<file path="src/rtl/alu_control_seq.sv">
// ALU control decoder with a valid/ready request side, a multi-cycle hold for MULT/DIV
// and a registered result held until the consumer takes it.
// state | meaning
// IDLE  | ready for a request
// MC    | multi-cycle op counting down
// OUT   | result valid, waiting for out_ready
module alu_control_seq #(
    parameter int OPW       = 3,
    parameter int FW        = 6,
    parameter int CW        = 4,
    parameter int MC_CYCLES = 32
) (
    input  logic           clk,
    input  logic           reset,
    input  logic           in_valid,
    output logic           in_ready,
    input  logic [OPW-1:0] ALUop,
    input  logic [FW-1:0]  function_code,
    output logic           out_valid,
    input  logic           out_ready,
    output logic [CW-1:0]  alu_ctr,
    output logic           illegal,
    output logic           mc_busy,
    output logic [7:0]     mc_count
);

    generate
        if (CW < OPW) begin : g_bad_cw
            $error("alu_control_seq: CW must be >= OPW");
        end
        if (MC_CYCLES < 2 || MC_CYCLES > 255) begin : g_bad_mc
            $error("alu_control_seq: MC_CYCLES must be in 2..255");
        end
    endgenerate

    typedef enum logic [1:0] {
        S_IDLE = 2'd0,
        S_MC   = 2'd1,
        S_OUT  = 2'd2
    } state_t;

    localparam logic [OPW-1:0] RTYPE   = '1;
    localparam logic [7:0]     MC_INIT = 8'(MC_CYCLES - 1);

    state_t          state, state_nx;
    logic [CW-1:0]   alu_ctr_nx;
    logic            illegal_nx;
    logic [7:0]      mc_count_nx;
    logic [CW-1:0]   dec_ctr;
    logic            dec_illegal;
    logic            dec_multi;

    // Combinational decode of the presented request; only captured on accept.
    always_comb begin
        dec_ctr     = '0;
        dec_illegal = 1'b0;
        dec_multi   = 1'b0;
        if (ALUop != RTYPE) begin
            dec_ctr = CW'(ALUop);
        end else begin
            case (function_code)
                FW'(6'h20): dec_ctr = CW'(4'b0010);
                FW'(6'h22): dec_ctr = CW'(4'b0110);
                FW'(6'h24): dec_ctr = CW'(4'b0000);
                FW'(6'h25): dec_ctr = CW'(4'b0001);
                FW'(6'h27): dec_ctr = CW'(4'b1100);
                FW'(6'h2A): dec_ctr = CW'(4'b0111);
                FW'(6'h00): dec_ctr = CW'(4'b1000);
                FW'(6'h02): dec_ctr = CW'(4'b1001);
                FW'(6'h18): begin
                    dec_ctr   = CW'(4'b1010);
                    dec_multi = 1'b1;
                end
                FW'(6'h1A): begin
                    dec_ctr   = CW'(4'b1011);
                    dec_multi = 1'b1;
                end
                default: begin
                    dec_ctr     = '1;
                    dec_illegal = 1'b1;
                end
            endcase
        end
    end

    always_comb begin
        state_nx    = state;
        alu_ctr_nx  = alu_ctr;
        illegal_nx  = illegal;
        mc_count_nx = mc_count;
        case (state)
            S_IDLE: begin
                if (in_valid) begin
                    alu_ctr_nx = dec_ctr;
                    illegal_nx = dec_illegal;
                    if (dec_multi) begin
                        state_nx    = S_MC;
                        mc_count_nx = MC_INIT;
                    end else begin
                        state_nx = S_OUT;
                    end
                end
            end
            S_MC: begin
                if (mc_count == 8'd1) begin
                    mc_count_nx = 8'd0;
                    state_nx    = S_OUT;
                end else begin
                    mc_count_nx = mc_count - 8'd1;
                end
            end
            S_OUT: begin
                if (out_ready) state_nx = S_IDLE;
            end
            default: state_nx = S_IDLE;
        endcase
    end

    always_ff @(posedge clk) begin
        if (reset) begin
            state    <= S_IDLE;
            alu_ctr  <= '0;
            illegal  <= 1'b0;
            mc_count <= 8'd0;
        end else begin
            state    <= state_nx;
            alu_ctr  <= alu_ctr_nx;
            illegal  <= illegal_nx;
            mc_count <= mc_count_nx;
        end
    end

    assign in_ready  = (state == S_IDLE);
    assign out_valid = (state == S_OUT);
    assign mc_busy   = (state == S_MC);

endmodule

</file>
<file path="config.mk">
export PLATFORM = sky130hd
export DESIGN_NAME = alu_control_seq
export DESIGN_NICKNAME = d
export VERILOG_FILES = /design/src/rtl/alu_control_seq.sv
export SDC_FILE = /design/constraint.sdc
export NUM_CORES = 1
export LEC_CHECK = 0
export CAP_MARGIN = 30
export CORE_ASPECT_RATIO = 0.7
export CORE_UTILIZATION = 49
export DETAILED_ROUTE_END_ITERATION = 8
export PLACE_DENSITY = 0.93
export SKIP_CTS_REPAIR_TIMING = 1
export SYNTH_ARGS = -nofsm -noshare
export SYNTH_HDL_FRONTEND = slang
export SYNTH_SLANG_ARGS = --single-unit
</file>
<file path="constraint.sdc">
create_clock -name clk -period 2.2 [get_ports clk]
set_input_delay 0.44 -clock clk [delete_from_list [all_inputs] [get_ports clk]]
set_output_delay 0.44 -clock clk [all_outputs]
set_load 0.02 [all_outputs]
</file>
Word level (Yosys, flattened, before mapping):

Cells that the tools add are included.
W data, S select, Z words.

* input port bits: 13
* output and inout port bits: 16
* word-level logic and storage cells: 45
* flip-flop bits (word level): 15

* equality and inequality tests: 17
* multiplexer cells: 15
* add/sub/neg operators: 1
* reduce and logical (&&, ||, !) cells: 8

Operators by type and width (count)
* $pmux W4 S10: 1
* $eq A6 B6 Y1 const B: 6
* $mux W8: 3
* $pmux W8 S2: 1
* $eq A6 B5 Y1 const B: 2
* $reduce_or A10 Y1: 1
* $eq A8 B1 Y1 const B: 1
* $mux W2: 4
* $sub A8 B1 Y8 const B: 1
* $eq A6 B2 Y1 const B: 1
* $logic_not A6 Y1: 1
* $ne A2 B1 Y1 const B: 3
* $pmux W2 S3: 1
* $reduce_and A3 Y1: 2
* $mux W1: 4
* $mux W4: 1
* $ne A3 B3 Y1 const B: 1
* $eq A2 B1 Y1 const B: 1
* $eq A2 B2 Y1 const B: 1
* $logic_not A2 Y1: 1
* $ne A2 B2 Y1 const B: 1
* $reduce_and A2 Y1: 1
* $reduce_bool A2 Y1: 1
* $reduce_or A2 Y1: 1

Depth between registers and ports, before layout:

* depth after elaboration: 7
* mapped depth: 6
* depth with buffers taken out: 6

Worst setup path after synthesis:

Ideal clock, no wire load.

* path kind: reg-to-reg
* start point: register mc_count[1]
* end point: register mc_count[7]
* library setup time: 0.074 ns
* setup slack: 0.531 ns
* period minus slack after synthesis: 1.669 ns
* required time: 2.126 ns
* arrival time: 1.595 ns
* buffers on the path: 0
* cell stages (with the launch flop): 7
* cell sequence: dfxtp_1 > inv_1 > ha_1 > a41oi_1 > nor4b_1 > o21ai_0 > a31oi_1

* word-level cells in the longest chain between the ends: 3
* elaborated cells on any way between the ends: 4
* classes of those cells: 1 x add/sub; 1 x eq/ne; 2 x mux

Ends and longest elaborated chain
* start: declaration: line 24 `output logic [7:0] mc_count`
* start signal: assignment: line 129 `mc_count <= mc_count_nx;`
* $sub A8 B1 Y8 or $eq A8 B1 Y1 (tied branches): line 109, 105
* $mux W8 (*): line 105 `if (mc_count == 8'd1) begin`
* $pmux W8 S2 (*): line 91 `case (state)`

Every way passes the cells marked *; elsewhere a longest branch is shown, timed or not.
A chain may end at the register's enable or synchronous reset.

Final worst setup path:

* start point: input function_code[5]
* end point: register illegal

* word-level cells in the longest chain between the ends: 4
* elaborated cells on any way between the ends: 13
* classes of those cells: 9 x eq/ne; 2 x mux; 2 x reduce/logical

Ends and longest elaborated chain
* start: declaration: line 18 `input logic [FW-1:0] function_code,`
* $eq A6 B5 Y1 (tied with other cells): line 61 `case (function_code)`
* $reduce_or A10 Y1 (no source line) (*)
* $mux W1 (*): line 61
* $mux W1 (*): line 58 `if (ALUop != RTYPE) begin`
* end signal: assignment: line 128 `illegal <= illegal_nx;`
* end: declaration: line 22 `output logic illegal,`

Marked as above.

==> impl_metrics.ini <==
[routing]
wl_met1_mm = 1.34
wl_per_cell_um = 16.0
vias_per_cell = 6.40
first_pass_iters = 5
routed-wl-met2_mm = 1.32
top_layer_used = met4
vias = 1228
route.detailed.drc = 0
ant_nets = 0
wl_mm = 3.07
wl_met3_um = 348
drt_iter0_drc = 86

[die]
rows = 13
dieArea_mm2 = 0.00217
start_util_pct = 52.5
die_height_um = 39.3
die_w_um = 55.3
core-area_mm2 = 0.00185
io_pins = 29

[logic_synthesis]
netlist_instances = 126
synth_edf_count = 0
synthTopCellsByArea = dfxtp_1 (31%), nand2_1 (5.8%), a21oi_1 (4.6%)
ys_async_sr_fraction_pct = 0
synth-seq-cells = 15
synth_top_area_share_pct = 30.8
synthDistinctLibCells = 41
seq_area_frac_synth_pct = 30.8
synthFlopType = dfxtp_1
syn_nets = 141
syn_avg_cell_area_um2 = 7.73
syn-cell-area_um2 = 973
ys_warn_count = 0
yosys.area.top_type = dfxtp_1

[clock_tree]
clk_pin_slew_ns = 0.10
cts_buffers = 3
cts_max_path_buffers = 2
clock_sinks = 15
cts_tree = done
root_buffer = clkbuf_4
clk_latency_ns = 0.29
htreeDepth = 1

[cells_and_area]
fin_util_pct = 76.6
layout_common_cells = clkdlybuf4s50_1 (27), buf_4 (16), nand2_1 (15), dfxtp_1 (15)
drive_above_1_share_pct = 16.5
fin_nets = 186
layout_commonest_cell = clkdlybuf4s50_1
post-route-cell-area_mm2 = 0.00142
num_antenna_cells = 0
syn_to_final_growth_pct = 45.9
instances_no_fill = 192

[pwr]
intPower_mw = 0.431
p_seq_share_pct = 46.6
power_frac_clock_pct = 27.7
static-leakage-power_nw = 0.554
power_frac_comb_pct = 25.7
irDropWorstVdd_v = 0.000391
power_density_mw_per_mm2 = 434
sw_frac_of_total_pct = 30.1
total_power_mw = 0.616
power_switching_mw = 0.186

[placement]
dp.cells = 188
hpwl_mm = 2.38
io_buffers = 28
postPlaceCellArea_mm2 = 0.00138
gp_congestion = 0.964
pre_cts_ws_ns = -0.0442

[outcome]
outcome = finished clean

[timing]
fin_crit_sh_pct = 92.3
fmax_mhz = 492
min_period_ns = 2.03
rsz0062_at_grt = false
relSlewSlack_pct = 62.3
tns_ns = 0
hold_viol = 0
setup_viol = 0
fin_ws_ns = 0.169
slew_violations = 0
fin_skew_ns = 0.000970
tightest_slew_ns = 0.551
hold_ws_ns = 0.503

[min_path]
hold_path.class = flop to flop

[critical_path]
cp.arrival_ns = 2.27
critical_path_class = primary input to flop
endpoint_kind = flop
cp.required_ns = 2.44
cp_max_fo = 6
startpoint_type = primary input

[global_routing]
grt_pass1_vias = 1100
track_usage_pct = 29.7
grt_start_max_net_pins = 12
grt_pass1_wl_mm = 4.87
grt_overflow = 0
antenna_found_initial = 0

[job]
maxCapViolCount = 0
## flip-flops by register name, summed over array words and instances, names as in the netlist
signal    flops
illegal       1
state         2
alu_ctr       4
mc_count      8
## power by group through the flow
stage	logic [mW]	clock network [mW]	registers [mW]
after floorplan	0.0653	0	0.301
after global routing	0.170	0.176	0.289
after CTS	0.156	0.170	0.287
after detailed placement	0.155	0	0.294
after global placement	0.152	0	0.293
final	0.158	0.171	0.287
## final cells by class
type,instances,area (um2)
Tap cell,22,27.5
Fill cell,147,434
Inverter,5,18.8
Sequential cell,15,300
Clock buffer,4,26.3
Timing Repair Buffer,44,403
Multi-Input combinational cell,102,644
## Yosys cell counts (all sizes together) (2+ instances only)
cell	instances
nor3	7
a41oi	2
and3	2
nor2	10
nand2	15
nand3	6
nor2b	3
o21ai	6
ha	2
a211oi	6
inv	5
a311oi	3
or3	2
a21oi	9
xnor2	2
dfxtp	15
clkbuf	3
a31oi	3
nand2b	4
a32oi	2
nor3b	2
## path summary, 6_finish.rpt
kind                                                from                  endpoint  slack [ns]  cells after the start
worst min-delay path            mc_count[7]$_SDFFE_PP0P_  mc_count[7]$_SDFFE_PP0P_        0.50                      1
worst max-delay path                    function_code[5]      illegal$_SDFFE_PP0P_        0.17                      6
worst min register to register  mc_count[7]$_SDFFE_PP0P_  mc_count[7]$_SDFFE_PP0P_        0.50                      1
worst max register to register     state[1]$_SDFFE_PP0P_  mc_count[7]$_SDFFE_PP0P_        0.38                      6
## cell families (layout without fill, tap and decap cells)
logic type	after synthesis	count (layout)	synth area share, %
AOI/OAI and AO/OA	40	40	28.9
xor gates and xnor gates	2	2	1.80
adders and majority gates	2	2	2.57
buffers and inverters	9	53	3.73
DFF	15	15	30.8
muxes	1	1	1.03
and+or+nand+nor	57	57	31.1
## critical path, stage by stage
cell and delay [ns]:
clkdlybuf4s50_1 0.59, nand3b_1 0.18, a21boi_0 0.17, o21ai_0 0.13, a2111oi_0 0.53, a32o_1 0.23
## routing by layer
metal | track usage, % | up-vias
met2 | 50.0 | 81
met4 | 14.4 | 0
met3 | 6.93 | 11
met5 | 0 | -
met1 | 37.0 | 569
li1 | - | 567
(Power assumes the default switching activity.)
==> variant 1, RTL diff (config.mk and constraints unchanged) <==
Register the output `mc_count` once more, cleared by the reset; this adds one clock of latency there. The other outputs are not delayed to match.
--- a/src/rtl/alu_control_seq.sv
+++ b/src/rtl/alu_control_seq.sv
@@ -24,4 +24,6 @@
     output logic [7:0]     mc_count
 );
+
+    logic [7:0] mc_count_s0;
 
     generate
@@ -88,5 +90,5 @@
         alu_ctr_nx  = alu_ctr;
         illegal_nx  = illegal;
-        mc_count_nx = mc_count;
+        mc_count_nx = mc_count_s0;
         case (state)
             S_IDLE: begin
@@ -103,9 +105,9 @@
             end
             S_MC: begin
-                if (mc_count == 8'd1) begin
+                if (mc_count_s0 == 8'd1) begin
                     mc_count_nx = 8'd0;
                     state_nx    = S_OUT;
                 end else begin
-                    mc_count_nx = mc_count - 8'd1;
+                    mc_count_nx = mc_count_s0 - 8'd1;
                 end
             end
@@ -122,10 +124,10 @@
             alu_ctr  <= '0;
             illegal  <= 1'b0;
-            mc_count <= 8'd0;
+            mc_count_s0 <= 8'd0;
         end else begin
             state    <= state_nx;
             alu_ctr  <= alu_ctr_nx;
             illegal  <= illegal_nx;
-            mc_count <= mc_count_nx;
+            mc_count_s0 <= mc_count_nx;
         end
     end
@@ -135,4 +137,12 @@
     assign mc_busy   = (state == S_MC);
 
+    always_ff @(posedge clk) begin
+        if (reset) begin
+            mc_count <= '0;
+        end else begin
+            mc_count <= mc_count_s0;
+        end
+    end
+
 endmodule
 
Behaviour: not the same (a bounded check fails within 4 cycles, from zero or initial values and one cycle with reset high).
==> variant 1 against the unedited design <==
Wire length down 6.7%. Highest routed layer unchanged. Sequential cell count up 8. First-iteration DRC count down 8.1%. Cell area up 8.9%. Area after synthesis up 21%. Combinational power down 18%. Sequential power up 50%. Power up 22%. Setup slack better by 0.060 ns. Maximum frequency up 3.0%.
==> variant 1: results (changes against the unedited design) <==
status finished clean; area share of fa/ha/maj cells after synthesis 0.0212 (-0.00454); mux contribution to synthesized area 0.0466 (+0.0363); R2R setup slack 0.53 ns (+0.15 ns); Synthesized Nets 148 (+5.0%); P_int 561 uW (+30%); first-pass GRT wire length 4690 um (-3.7%); DP HPWL 2210 um (-7.4%); Comb pwr share 0.173 (-0.084); Synth top cells by count dfxtp_1 (23), nor2_1 (11), nor2b_1 (10), nand2_1 (8), nor3_1 (7); Seq/Total Area, Yosys 0.389 (+0.0809); final net count 181 (-2.7%); Place WS -0.0524 ns (-0.00820 ns); largest net degree at the start of global routing 13 (+1); met3 wire length 279 um (-20%); placed instance area 1520 um^2 (+9.7%); Pleak 0.000564 uW (+1.8%); Pwr Density 486 nW/um^2 (+12%); via/cell ratio 5.74 (-10%); Synth cell types 44 (+7.3%); setup ws final 0.228 ns (+0.0597 ns); Fillers 183 (+24%); crit-path max FO 7 (+1); hold_sp illegal; crit-path max cell delay 0.66 ns (+0.07 ns); Largest regs mc_count x8, mc_count_s0 x8, alu_ctr x4; sequential power share 0.572 (+0.106); detailed-router iteration count before antenna repair 4 (-1); Synth Area in XOR/XNOR 0.0148 (-0.00318); Worst R2R Path Depth 5 (-1); critical path's top delay family simple AND/OR/NAND/NOR gates; Cells after DPL 193 (+2.7%); worst reg2reg endpoint mc_count_s0[5]; Metal-1 WL 1190 um (-11%); num rows 14 (+1); share of cells above drive strength 1 0.103 (-0.0617); via count of the first global-routing pass 1068 (-2.9%); met2 Resource Use GR 0.380 (-0.120); CP startpoint function_code[4]; compound-cell area share of the yosys netlist 0.172 (-0.117); Worst R2R Start mc_count_s0[1]; CP endpoint alu_ctr[2]; WHS 0.512 ns (+0.00901 ns); relative slew slack 0.628 (+0.00521); Initial DRC Count 79 (-8.1%); WHS Endpoint illegal; GPL Wtd Cong 0.963 (-0.10%); WL final 2870 um (-6.7%); GRT Total Usage 0.248 (-0.0495); cell depth of the worst hold path 2 (+1)
variant 1: cell types whose count changed after synthesis, sizes merged, moves of 2 or more:
cell / before / now
dfxtp: 15 / 23
a21oi: 9 / 6
nor2b: 3 / 10
o311a: 0 / 2
nand3: 6 / 4
nor4: 0 / 2
o21ai: 6 / 3
a211oi: 6 / 4
nand2: 15 / 8
a32oi: 2 / 0
nand4b: 0 / 2
inv: 5 / 7
mux2: 0 / 4
or3: 2 / 0
variant 1: kinds of logic (layout without fill, tap and decap cells):
logic type / Yosys count / in the layout
AOI/OAI and AO/OA: 28 / 28
xor gates and xnor gates: 2 / 2
adders and majority gates: 2 / 2
buffers and inverters: 13 / 45
DFF: 23 / 23
muxes: 5 / 5
and+or+nand+nor: 60 / 60
variant 1: area by class of cell:
type                    instances  area (um^2)  area share
inverters                       7         26.3      0.0170
multi-input cells              97          666       0.430
well taps                      32         40.0      0.0259
clock buffers                   4         26.3      0.0170
flip-flops and latches         23          460       0.298
repair buffers                 34          328       0.212
==> variant 2, RTL diff (config.mk and constraints unchanged) <==
Without the edit above. Change the parameter `MC_CYCLES` from 32 to 16.
--- a/src/rtl/alu_control_seq.sv
+++ b/src/rtl/alu_control_seq.sv
@@ -9,5 +9,5 @@
     parameter int FW        = 6,
     parameter int CW        = 4,
-    parameter int MC_CYCLES = 32
+    parameter int MC_CYCLES = 16
 ) (
     input  logic           clk,
Formal check against the unedited RTL: not equivalent (Yosys sat finds a counterexample within 4 cycles, from zero or initial values and one cycle with reset high).
==> variant 2 against the unedited design <==
Power fell by 3.0%. Wire length fell by 6.6%. Setup slack got worse by 0.088 ns. Sequential cell count did not move. Cell area fell by 3.5%. Area after synthesis fell by 0.90%. Clock power fell by 5%. First-iteration DRC count fell by 24%.
==> variant 2: results (changes against the unedited design) <==
Seq/Total Area, Yosys 0.311 (+0.00280); Worst R2R Start mc_count[5]; CP startpoint state[1]; cell depth of the worst hold path 2 (+1); DRC viols 0 (unchanged); WHS 0.478 ns (-0.0248 ns); crit-path max FO 7 (+1); DP HPWL 2190 um (-8.0%); Root Driver clkbuf_4; Initial DRC Count 65 (-24%); WL final 2870 um (-6.6%); crit path max-delay cell type clkdlybuf4s50_1; CTS buffer count 3 (unchanged); GRT Total Usage 0.313 (+0.0155); Place WS 0.0580 ns (+0.102 ns); Pleak 0.000521 uW (-5.9%); PortBufs 28 (unchanged); largest net degree at the start of global routing 11 (-1); share of cells above drive strength 1 0.113 (-0.0516); cell count after synthesis 128 (+1.6%); Synth top cells by count dfxtp_1 (15), nand2_1 (13), nor2_1 (12), nand3_1 (10), a21oi_1 (9); VDD IR max 378 uV (-3.4%); Fillers 158 (+7.5%); synth top area cells dfxtp_1 (31%), nand3_1 (5.2%), nand2_1 (5.1%), a21oi_1 (4.7%), nor2_1 (4.7%); status finished clean; relative slew slack 0.735 (+0.112); Period minus WS final 2.12 ns (+0.0880 ns); Critical Path AT 1.68 ns (-0.59 ns); GPL Wtd Cong 0.982 (+1.9%); crit-path max cell delay 0.55 ns (-0.04 ns); WL per Instance 15.1 um (-5.7%); seq pwr 288 uW (about the same); worst reg2reg endpoint state[1]; htree depth 1 (unchanged); CP endpoint mc_busy; Synthesized Nets 143 (+1.4%); via count 1177 (-4.2%); R2R setup slack 0.15 ns (-0.23 ns); WHS Endpoint illegal; P_int 423 uW (-1.8%); critical path's top delay family buffers and inverters; final net count 184 (-1.1%); Final Skew 0.00471 ns (+0.00374 ns); detailed-router iteration count before antenna repair 4 (-1); Synth cell types 39 (-4.9%); Worst R2R Path Depth 5 (-1); via count of the first global-routing pass 1047 (-4.8%); Worst-Skew Late Latency 0.29 ns (about the same); hold_sp illegal; Comb pwr share 0.246 (-0.011); first-pass GRT wire length 4580 um (-6.0%); Synth async-reset ratio 0 (unchanged); Cells after DPL 186 (-1.1%)
variant 2: per-layer routing:
metal	GRT usage	wire, um	share of wire
met5	0	0	0
met4	0.138	58	0.020
met3	0.0941	275	0.096
met2	0.485	1340	0.47
met1	0.396	1200	0.42
variant 2: per-stage QoR:
step	total power, uW	instance area, um^2
CTS	598	1370
finish	598	1370
detailed placement	437	1340
global route	626	1370
global placement	432	1340
floorplan	365	965
variant 2: layout make-up:
| class | instances | share of cell area |
|---|---|---|
| well taps | 22 | 0.0201 |
| inverters | 5 | 0.0137 |
| repair buffers | 39 | 0.265 |
| multi-input cells | 105 | 0.463 |
| clock buffers | 4 | 0.0192 |
| flip-flops and latches | 15 | 0.219 |
variant 2: logic make-up after synthesis:
group / count (synthesis) / synth area share
AOI/OAI and AO/OA: 36 / 0.244
xor gates and xnor gates: 2 / 0.0182
adders and majority gates: 2 / 0.0259
buffers and inverters: 8 / 0.0311
DFF: 15 / 0.311
muxes: 1 / 0.0104
and+or+nand+nor: 64 / 0.359
